[src/rtl/lsq.sv]
// Load/store queue: in-order FIFO of execution-stage memory ops, issued one at a time on
// the core data port, with aligned/extended load writeback and data-bus error reporting.
package lsq_pkg;
  typedef struct packed {
    logic        is_store;
    logic [2:0]  funct3;
    logic [4:0]  regd;
    logic [31:0] data;
    logic [31:0] addr;
    logic [1:0]  hpl;
  } lsq_entry_t;
endpackage

module lsq
  import lsq_pkg::*;
#(
  parameter int unsigned C_XLEN    = 32,
  parameter int unsigned C_DEPTH_X = 2
) (
  input  logic              clk_i,
  input  logic              resetb_i,
  input  logic              clk_en_i,
  output logic              exs_full_o,
  input  logic              exs_lq_wr_i,
  input  logic              exs_sq_wr_i,
  input  logic [2:0]        exs_funct3_i,
  input  logic [4:0]        exs_regd_addr_i,
  input  logic [C_XLEN-1:0] exs_regs2_data_i,
  input  logic [C_XLEN-1:0] exs_addr_i,
  input  logic [1:0]        exs_hpl_i,
  input  logic              dreqready_i,
  output logic              dreqvalid_o,
  output logic [1:0]        dreqhpl_o,
  output logic [C_XLEN-1:0] dreqaddr_o,
  output logic              dreqwe_o,
  output logic [3:0]        dreqbe_o,
  output logic [C_XLEN-1:0] dreqdata_o,
  output logic              drspready_o,
  input  logic              drspvalid_i,
  input  logic              drsprerr_i,
  input  logic              drspwerr_i,
  input  logic [C_XLEN-1:0] drspdata_i,
  output logic              ids_reg_wr_o,
  output logic [4:0]        ids_reg_addr_o,
  output logic [C_XLEN-1:0] ids_reg_data_o,
  output logic              hvec_lerr_o,
  output logic              hvec_serr_o,
  output logic [C_XLEN-1:0] hvec_err_addr_o,
  output logic              empty_o
);
  localparam int unsigned DEPTH = 2 ** C_DEPTH_X;
  localparam int unsigned PW    = C_DEPTH_X;
  localparam int unsigned CW    = C_DEPTH_X + 1;
  localparam logic [CW-1:0] FULL_CNT = CW'(DEPTH);

  typedef enum logic [1:0] {S_IDLE, S_REQ, S_RSP} state_t;

  state_t      r_state, w_state_nxt;
  lsq_entry_t  r_mem [DEPTH];
  logic [PW-1:0] r_wr_ptr, r_rd_ptr, w_rd_ptr_inc;
  logic [CW-1:0] r_count, w_count_nxt;
  logic        w_push, w_pop, w_load_req;
  lsq_entry_t  w_push_entry, w_src;
  logic [3:0]  w_be_nxt;
  logic [31:0] w_data_nxt, w_ld_data;
  logic [7:0]  w_ld_byte;
  logic [15:0] w_ld_half;

  // entry currently on the bus
  logic        r_cur_st;
  logic [2:0]  r_cur_f3;
  logic [4:0]  r_cur_regd;
  logic [31:0] r_cur_addr;

  logic        r_full, r_empty, r_dreqvalid, r_dreqwe, r_drspready;
  logic [1:0]  r_dreqhpl;
  logic [3:0]  r_dreqbe;
  logic [31:0] r_dreqaddr, r_dreqdata, r_ids_data, r_err_addr;
  logic [4:0]  r_ids_addr;
  logic        r_ids_wr, r_lerr, r_serr;

  // both strobes high records a load
  always_comb begin
    w_push_entry.is_store = exs_sq_wr_i & ~exs_lq_wr_i;
    w_push_entry.funct3   = exs_funct3_i;
    w_push_entry.regd     = exs_regd_addr_i;
    w_push_entry.data     = exs_regs2_data_i;
    w_push_entry.addr     = exs_addr_i;
    w_push_entry.hpl      = exs_hpl_i;
  end

  assign w_push       = clk_en_i & (exs_lq_wr_i | exs_sq_wr_i) & ~r_full;
  assign w_pop        = clk_en_i & (r_state == S_RSP) & drspvalid_i;
  assign w_rd_ptr_inc = r_rd_ptr + PW'(1);

  always_comb begin
    w_count_nxt = r_count;
    case ({w_push, w_pop})
      2'b10:   w_count_nxt = r_count + CW'(1);
      2'b01:   w_count_nxt = r_count - CW'(1);
      default: w_count_nxt = r_count;
    endcase
  end

  // Queue storage and pointers
  always_ff @(posedge clk_i or negedge resetb_i) begin
    if (!resetb_i) begin
      for (int i = 0; i < int'(DEPTH); i++) r_mem[i] <= '0;
      r_wr_ptr <= '0;
      r_rd_ptr <= '0;
      r_count  <= '0;
    end else if (clk_en_i) begin
      if (w_push) begin
        r_mem[r_wr_ptr] <= w_push_entry;
        r_wr_ptr        <= r_wr_ptr + PW'(1);
      end
      if (w_pop) r_rd_ptr <= w_rd_ptr_inc;
      r_count <= w_count_nxt;
    end
  end

  always_ff @(posedge clk_i or negedge resetb_i) begin
    if (!resetb_i)     r_state <= S_IDLE;
    else if (clk_en_i) r_state <= w_state_nxt;
  end

  // Next state; w_src selects the entry that becomes the new request
  always_comb begin
    w_state_nxt = r_state;
    w_load_req  = 1'b0;
    w_src       = r_mem[r_rd_ptr];
    case (r_state)
      S_IDLE: begin
        if (r_count != '0) begin
          w_state_nxt = S_REQ;
          w_load_req  = 1'b1;
        end
      end
      S_REQ: begin
        if (dreqready_i) w_state_nxt = S_RSP;
      end
      S_RSP: begin
        if (drspvalid_i) begin
          if (r_count > CW'(1)) begin
            w_state_nxt = S_REQ;
            w_load_req  = 1'b1;
            w_src       = r_mem[w_rd_ptr_inc];
          end else if (w_push) begin
            w_state_nxt = S_REQ;
            w_load_req  = 1'b1;
            w_src       = w_push_entry;
          end else begin
            w_state_nxt = S_IDLE;
          end
        end
      end
      default: w_state_nxt = S_IDLE;
    endcase
  end

  // Store lane steering
  always_comb begin
    w_be_nxt   = 4'b1111;
    w_data_nxt = '0;
    if (w_src.is_store) begin
      w_data_nxt = w_src.data;
      case (w_src.funct3[1:0])
        2'b00: begin
          w_be_nxt   = 4'b0001 << w_src.addr[1:0];
          w_data_nxt = {4{w_src.data[7:0]}};
        end
        2'b01: begin
          w_be_nxt   = 4'b0011 << {w_src.addr[1], 1'b0};
          w_data_nxt = {2{w_src.data[15:0]}};
        end
        default: w_be_nxt = 4'b1111;
      endcase
    end
  end

  // Load lane extraction and extension
  always_comb begin
    w_ld_byte = 8'(drspdata_i >> {r_cur_addr[1:0], 3'b000});
    w_ld_half = 16'(drspdata_i >> {r_cur_addr[1], 4'b0000});
    case (r_cur_f3)
      3'b000:  w_ld_data = {{24{w_ld_byte[7]}}, w_ld_byte};
      3'b001:  w_ld_data = {{16{w_ld_half[15]}}, w_ld_half};
      3'b100:  w_ld_data = {24'd0, w_ld_byte};
      3'b101:  w_ld_data = {16'd0, w_ld_half};
      default: w_ld_data = drspdata_i;
    endcase
  end

  always_ff @(posedge clk_i or negedge resetb_i) begin
    if (!resetb_i) begin
      r_full      <= 1'b0;
      r_empty     <= 1'b1;
      r_dreqvalid <= 1'b0;
      r_drspready <= 1'b0;
      r_dreqhpl   <= '0;
      r_dreqaddr  <= '0;
      r_dreqwe    <= 1'b0;
      r_dreqbe    <= '0;
      r_dreqdata  <= '0;
      r_cur_st    <= 1'b0;
      r_cur_f3    <= '0;
      r_cur_regd  <= '0;
      r_cur_addr  <= '0;
      r_ids_wr    <= 1'b0;
      r_ids_addr  <= '0;
      r_ids_data  <= '0;
      r_lerr      <= 1'b0;
      r_serr      <= 1'b0;
      r_err_addr  <= '0;
    end else if (clk_en_i) begin
      r_full      <= (w_count_nxt == FULL_CNT);
      r_empty     <= (w_count_nxt == '0) && (w_state_nxt == S_IDLE);
      r_dreqvalid <= (w_state_nxt == S_REQ);
      r_drspready <= (w_state_nxt == S_RSP);
      r_ids_wr    <= 1'b0;
      r_lerr      <= 1'b0;
      r_serr      <= 1'b0;
      if (w_load_req) begin
        r_cur_st   <= w_src.is_store;
        r_cur_f3   <= w_src.funct3;
        r_cur_regd <= w_src.regd;
        r_cur_addr <= w_src.addr;
        r_dreqhpl  <= w_src.hpl;
        r_dreqaddr <= {w_src.addr[31:2], 2'b00};
        r_dreqwe   <= w_src.is_store;
        r_dreqbe   <= w_be_nxt;
        r_dreqdata <= w_data_nxt;
      end
      if (w_pop) begin
        if (r_cur_st) begin
          if (drspwerr_i) begin
            r_serr     <= 1'b1;
            r_err_addr <= r_cur_addr;
          end
        end else if (drsprerr_i) begin
          r_lerr     <= 1'b1;
          r_err_addr <= r_cur_addr;
        end else if (r_cur_regd != 5'd0) begin
          r_ids_wr   <= 1'b1;
          r_ids_addr <= r_cur_regd;
          r_ids_data <= w_ld_data;
        end
      end
    end
  end

  assign exs_full_o      = r_full;
  assign empty_o         = r_empty;
  assign dreqvalid_o     = r_dreqvalid;
  assign dreqhpl_o       = r_dreqhpl;
  assign dreqaddr_o      = r_dreqaddr;
  assign dreqwe_o        = r_dreqwe;
  assign dreqbe_o        = r_dreqbe;
  assign dreqdata_o      = r_dreqdata;
  assign drspready_o     = r_drspready;
  assign ids_reg_wr_o    = r_ids_wr;
  assign ids_reg_addr_o  = r_ids_addr;
  assign ids_reg_data_o  = r_ids_data;
  assign hvec_lerr_o     = r_lerr;
  assign hvec_serr_o     = r_serr;
  assign hvec_err_addr_o = r_err_addr;
endmodule
[config.mk]
export PLATFORM = sky130hd
export DESIGN_NAME = lsq
export DESIGN_NICKNAME = d
export VERILOG_FILES = /design/src/rtl/lsq.sv
export SDC_FILE = /design/constraint.sdc
export NUM_CORES = 1
export LEC_CHECK = 0
export BUFFER_PORTS_ARGS = -buffer_cell sky130_fd_sc_hd__buf_2
export CAP_MARGIN = 0
export CELL_PAD_IN_SITES_DETAIL_PLACEMENT = 1
export CELL_PAD_IN_SITES_GLOBAL_PLACEMENT = 1
export CORE_ASPECT_RATIO = 1.4
export CORE_MARGIN = 5
export CORE_UTILIZATION = 52
export DETAILED_ROUTE_END_ITERATION = 16
export PLACE_DENSITY_LB_ADDON = 0.1
export SLEW_MARGIN = 25
export SYNTH_ARGS = -nofsm -noshare
export SYNTH_HDL_FRONTEND = slang
export SYNTH_SLANG_ARGS = --single-unit
[constraint.sdc]
create_clock -name clk_i -period 3.67 [get_ports clk_i]
set_input_delay 0.367 -clock clk_i [delete_from_list [all_inputs] [get_ports clk_i]]
set_output_delay 0.367 -clock clk_i [all_outputs]
set_load 0.05 [all_outputs]
# Word-level counts from Yosys, hierarchy flattened
# Index checks and enable logic that the tools add are counted.
# classes
n_addsub	4
n_lt_le_gt_ge	5
n_eq_ne	12
n_shift	4
muxes	43
bitwise	13
reduce_logical	15
# op_table
cell	n
$mux 75	9
$bmux 75 s2	2
$bwmux 300	1
$demux 75 s2	1
$mux 32	4
$pmux 32 s4	1
$pmux 32 s2	1
$shr 32x5->16	1
$shr 32x5->8	1
$mux 1	16
$eq 3x3->1 const B	3
$ge 3x3->1 const B	3
$not 2->3	3
$eq 2x1->1 const B	4
$pmux 4 s2	1
$eq 2x2->1 const B	3
$logic_not 2->1	3
$logic_not 3->1	2
$mux 2	3
$pmux 2 s3	1
$pmux 3 s2	1
$reduce_and 2->1	3
$and 1x1->1	5
$reduce_and 5->1	1
other kinds (18)	23
# totals
regBits	494
input_bits	115
output_inout_bits	147

# Longest topological paths before layout
# depth
ltp_word	11
mapped_depth	12
ltp_nobuf	10

# Least setup slack after synthesis
# Ideal clock, no wire load.
# synth_timing
path_type	reg2reg
from	register r_count[1]
to	register r_dreqdata[28] (netlist: dreqdata_o[28])
setup_time_ps	103
arrival_ps	2275
required_ps	3567
path_slack_ps	1292
path_stages_with_launch	12
path_buffers	3
period_less_slack_ps	2378
path_cell_list	dfrtp_1 inv_1 ha_1 o21bai_2 and2_1 buf_2 a21oi_4 buf_6 a2bb2oi_4 nand2_4 buf_6 o41ai_2
# synth_via
elab_chain_len	7
elab_cells_between_ends	14
classes_between	order compare: 1; eq/ne: 1; mux: 9; reduce/logical: 3
# synth_lines
element	line	text
from (decl)	61	logic [CW-1:0] r_count, w_count_nxt;
from (signal assigned)	118	r_count <= w_count_nxt;
$gt 3x1->1	144	if (r_count > CW'(1)) begin
$mux 75	144	
$mux 75	143	if (drspvalid_i) begin
$mux 75	132	case (r_state)
$eq 2x1->1 / $logic_not 2->1 (equally long branches)	167	case (w_src.funct3[1:0])
$pmux 32 s2	167	
$mux 32	165	if (w_src.is_store) begin
to (signal assigned)	232	r_dreqdata <= w_data_nxt;
to (decl)	78	logic [31:0] r_dreqaddr, r_dreqdata, r_ids_data, r_err_addr;
# Parallel ways exist; a longest one is shown, timed or not.
# A chain may end at the register's enable or synchronous reset.

# Worst setup path in the final report
# layout_timing
from	register r_count[1]
to	register r_dreqdata[13] (netlist: dreqdata_o[13])
# Same word-level chain as after synthesis.

==> results.txt <==
- Number of antenna-violating nets in the routed design: 0
- Area added between synthesis and finish: 14.50%
* Via count of the first global-routing pass: approximately 18000
- CP max stage cell: sky130_fd_sc_hd__and2_2
- DR WL/cell: 25.71 µm
* Maximum achievable frequency: ~330 MHz
* Final period demand of the worst path: about 3.1 ns
* Count of cells resized by post-cts repair: 0
* Hold Fails Final Rpt: 0
- The net count of the finished layout is roughly 2100.
- Among all flip-flop cells after synthesis, the most frequent one is sky130_fd_sc_hd__dfrtp_1.
- The cell area that synthesis handed to floorplanning was 23380 µm².
* Gp weighted congestion: approximately 0.81
- After global routing, the most crowded layer is met2.
* CP Cell Sequence: inv_1 -> ha_1 -> o21bai_2 -> and2_2 -> buf_4 -> o22ai_1 -> a2bb2oi_1 -> nor2_1 -> o31ai_1
- Total number of clock tree sinks: between 400 and 500
* Worst-path maximum fanout: 23
* Total power per unit cell area: 1067 nW/µm²
- Initial standard-cell utilization of the core: 0.5222
* Worst Hold Class: input pin to flip-flop
- Detailed placement HPWL: roughly 43000 µm
- Largest net degree at the start of global routing: 90
- Clock-pin slew was measured on the worst setup and hold paths at ~0.07 ns.
- The worst setup path is launched from a flip-flop.
- For this run, the number of Yosys warnings is 0.
* Synth Register Bits: between 400 and 500
- Across all register-to-register paths, the minimum setup slack is slightly above 0.6 ns.
* Synth area leaders: sky130_fd_sc_hd__dfrtp_1 50%, sky130_fd_sc_hd__mux2_2 16%, sky130_fd_sc_hd__mux4_2 15%
- In this run the count of I/O pins placed on the die edge is roughly 260.
- Ys async rst share: 1.000
- The filler cells instantiated in the layout total around 4500.
- At the pin with the least slew margin, the transition time is roughly 0.82 ns.
- Count of H-tree levels built during CTS: 2
* Clock root buffer: sky130_fd_sc_hd__clkbuf_16
- Top-area cell type share of the netlist area: 0.4955
- The cell family contributing the most delay on the critical path is compound AO/OA/AOI/OAI gates.
* Iteration-0 DRC count of the detailed router: approximately 750
- The worst setup path is captured at a flip-flop.
- Number of max-slew violations in the final report: 0
- Max rail drop VDD: around 0.65 mV
* Total routing usage reported by global routing: 0.2704
* Aggregate routed wire length: around 66000 µm
- Number of buffers created by CTS: 48
* Arrival time reported for the critical path endpoint: 3.53 ns
- Met1 track demand over resource: 0.3427
- Number of buffer and inverter instances along the worst setup path: 2
* DIE HEIGHT: 260.9 µm
- Of the synthesized area, sequential elements account for 0.4966.
* Avg Synthesized Cell Area: around 13 µm²
* Final cycle utilization of the critical path: 0.8326
* Cell with the most instances after synthesis: sky130_fd_sc_hd__dfrtp_1
* Clock tree from TritonCTS: done
- Number of vias after detailed routing: between 15000 and 20000
- After routing the design area is 26770 µm².
- Global routing met2 resource utilization: 0.4794
* Number of enable-type register cells in the synthesized netlist: 0
- Detail-routed via count per cell: 6.289
* Worst slew slack as a fraction of its limit: 0.4487
- Gate Count Post-Synth: around 1800
- Global routing finished with a remaining overflow of 0.
- Largest stage delay on the critical path: ~0.61 ns
- Summing all placed instances gives a cell area of 25050 µm².
- Die boundary width: 189.2 µm
- Summed negative setup slack over all endpoints: 0 ns
* Final Setup Violations: 0
* Worst setup path class: flip-flop to flip-flop
- Count of buffers inserted at the top-level ports: approximately 260
- Maximum clock skew at final layout: ~0.016 ns
- Req. time, crit path: 4.15 ns
- Source-to-sink clock delay at the later pin of the worst-skew pair: 0.57 ns
- The floorplan step defined a die boundary enclosing roughly 49000 µm².
- For this run, design rule violations remaining after detail routing come to 0.
* Core Footprint: about 45000 µm²
* Count of cell types in the netlist: between 50 and 60
* Ratio of cells with drive above 1 in the final layout: 0.4466
- Number of antenna violations at the first check in global routing: 13
- The tool flagged a number of max-cap violations equal to 0.
* Met3 Use GR: 0.04656
- Row generation in the floorplan step produced just over 90 rows.
* Leading cell types by count after synthesis: 463 x sky130_fd_sc_hd__dfrtp_1, 328 x sky130_fd_sc_hd__mux2_2, 193 x sky130_fd_sc_hd__nand2_1
- The flow ran to the end, and the final reports show no timing, DRC or antenna violations.
- The analysis attributes to cell leakage a power of around 12 nW.
* Buffer depth of the longest clock path: 3
- Top cell type by total area after synthesis: sky130_fd_sc_hd__dfrtp_1
- The first global-routing pass estimated about 110000 µm of wire.
- RSZ-0062 raised after global routing: no
* Count of TritonRoute iterations in the first routing pass: 5
[sequential cells by signal (all words and copies together), names as in the netlist, 2 cells and up]
name and flops:
dreqbe_o 4, r_state 2, r_rd_ptr 2, ids_reg_data_o 32
r_count 3, hvec_err_addr_o 32, r_cur_addr 32, ids_reg_addr_o 5
r_cur_regd 5, dreqhpl_o 2, dreqdata_o 32, r_mem 300
r_cur_f3 3, r_wr_ptr 2
[per-layer routing]
| layer | wire [µm] | vias to the layer above |
|---|---|---|
| met5 | 91 | - |
| met4 | 1736 | 14 |
| met3 | 3055 | 124 |
| met2 | 34790 | 407 |
| met1 | 26440 | 8601 |
| li1 | - | 7024 |
[cell type report]
cell class / count / area [µm²] / share of cell area
Antenna cell: 5 / 12.51 / 0.0004673
Clock buffer: 70 / 1455 / 0.05435
Clock inverter: 16 / 237.7 / 0.008879
Inverter: 14 / 52.55 / 0.001963
Multi-Input combinational cell: 1127 / 10850 / 0.4054
Sequential cell: 464 / 11620 / 0.4340
Tap cell: 564 / 705.7 / 0.02636
Timing Repair Buffer: 311 / 1837 / 0.06860
[layout by cell type, fill, tap and decap left out, types with 10 or more instances in the layout]
| cell | netlist | layout |
|---|---|---|
| sky130_fd_sc_hd__mux2_2 | 328 | 328 |
| sky130_fd_sc_hd__mux4_2 | 153 | 153 |
| sky130_fd_sc_hd__o22ai_1 | 69 | 69 |
| sky130_fd_sc_hd__mux2i_1 | 11 | 11 |
| sky130_fd_sc_hd__ha_1 | 10 | 10 |
| sky130_fd_sc_hd__nor2_1 | 35 | 34 |
| sky130_fd_sc_hd__buf_12 | 0 | 11 |
| sky130_fd_sc_hd__o31ai_1 | 16 | 16 |
| sky130_fd_sc_hd__buf_4 | 43 | 40 |
| sky130_fd_sc_hd__a221oi_1 | 16 | 16 |
| sky130_fd_sc_hd__inv_1 | 12 | 12 |
| sky130_fd_sc_hd__a2bb2oi_1 | 17 | 17 |
| sky130_fd_sc_hd__clkbuf_16 | 0 | 49 |
| sky130_fd_sc_hd__a22o_1 | 17 | 17 |
| sky130_fd_sc_hd__clkbuf_8 | 0 | 15 |
| sky130_fd_sc_hd__nand2_1 | 193 | 189 |
| sky130_fd_sc_hd__buf_2 | 58 | 258 |
| sky130_fd_sc_hd__a21oi_1 | 47 | 47 |
| sky130_fd_sc_hd__dfrtp_1 | 463 | 461 |
| sky130_fd_sc_hd__o21ai_0 | 124 | 124 |
[through the flow]
step	power (mW)	instances	utilization	worst slack (ns)	hold slack, ns
after floorplan	19.85	1782	-	1.292	0.07141
after global placement	22.68	2479	0.5595	0.7901	0.4390
after detailed placement	23.34	2479	0.5595	0.6931	0.4484
after CTS	28.74	2566	0.5975	0.6718	0.07117
after global routing	30.13	2569	0.5978	0.3865	0.07761
final	28.56	2571	0.5979	0.6145	0.09659
[worst paths after layout]
path	cells after the start	end	from
max	9	dreqdata_o[13]$_DFFE_PN0P_	r_count[1]$_DFFE_PN0P_
min	2	r_mem[254]$_DFFE_PN0P_	exs_addr_i[27]
max reg2reg	9	dreqdata_o[13]$_DFFE_PN0P_	r_count[1]$_DFFE_PN0P_
min reg2reg	2	dreqdata_o[5]$_DFFE_PN0P_	dreqdata_o[5]$_DFFE_PN0P_
max in group asynchronous	3	r_mem[0]$_DFFE_PN0P_	resetb_i
min in group asynchronous	2	ids_reg_data_o[24]$_DFFE_PN0P_	resetb_i
[where the power goes]
part / leakage [nW] / switching (mW) / internal, mW / total, mW
combinational: 5.26 / 7.60 / 6.20 / 13.8
clock: 0.831 / 2.08 / 3.16 / 5.24
sequential: 5.71 / 1.94 / 7.57 / 9.52
total: 11.8 / 11.6 / 16.9 / 28.6
[cell families (layout without fill, tap and decap cells)]
kind of cell,count (synthesis),after routing,synth area share
other,1,7,0.0001604
XOR/XNOR,3,3,0.001124
buffers and inverters,191,411,0.04195
AND/OR/NAND/NOR,276,276,0.04987
flip-flops,464,464,0.4966
multiplexers,492,492,0.3100
AO/OA/AOI/OAI,344,344,0.09492
adder cells (fa/ha/maj),10,10,0.005351
[repair_timing]
item | 4_1_cts | 5_1_grt
setup buffers | 0 | 0
endpoints found under the hold margin | 81 | 0
hold buffers | 1 | 0
No activity file was read; power rests on OpenSTA's default activity.
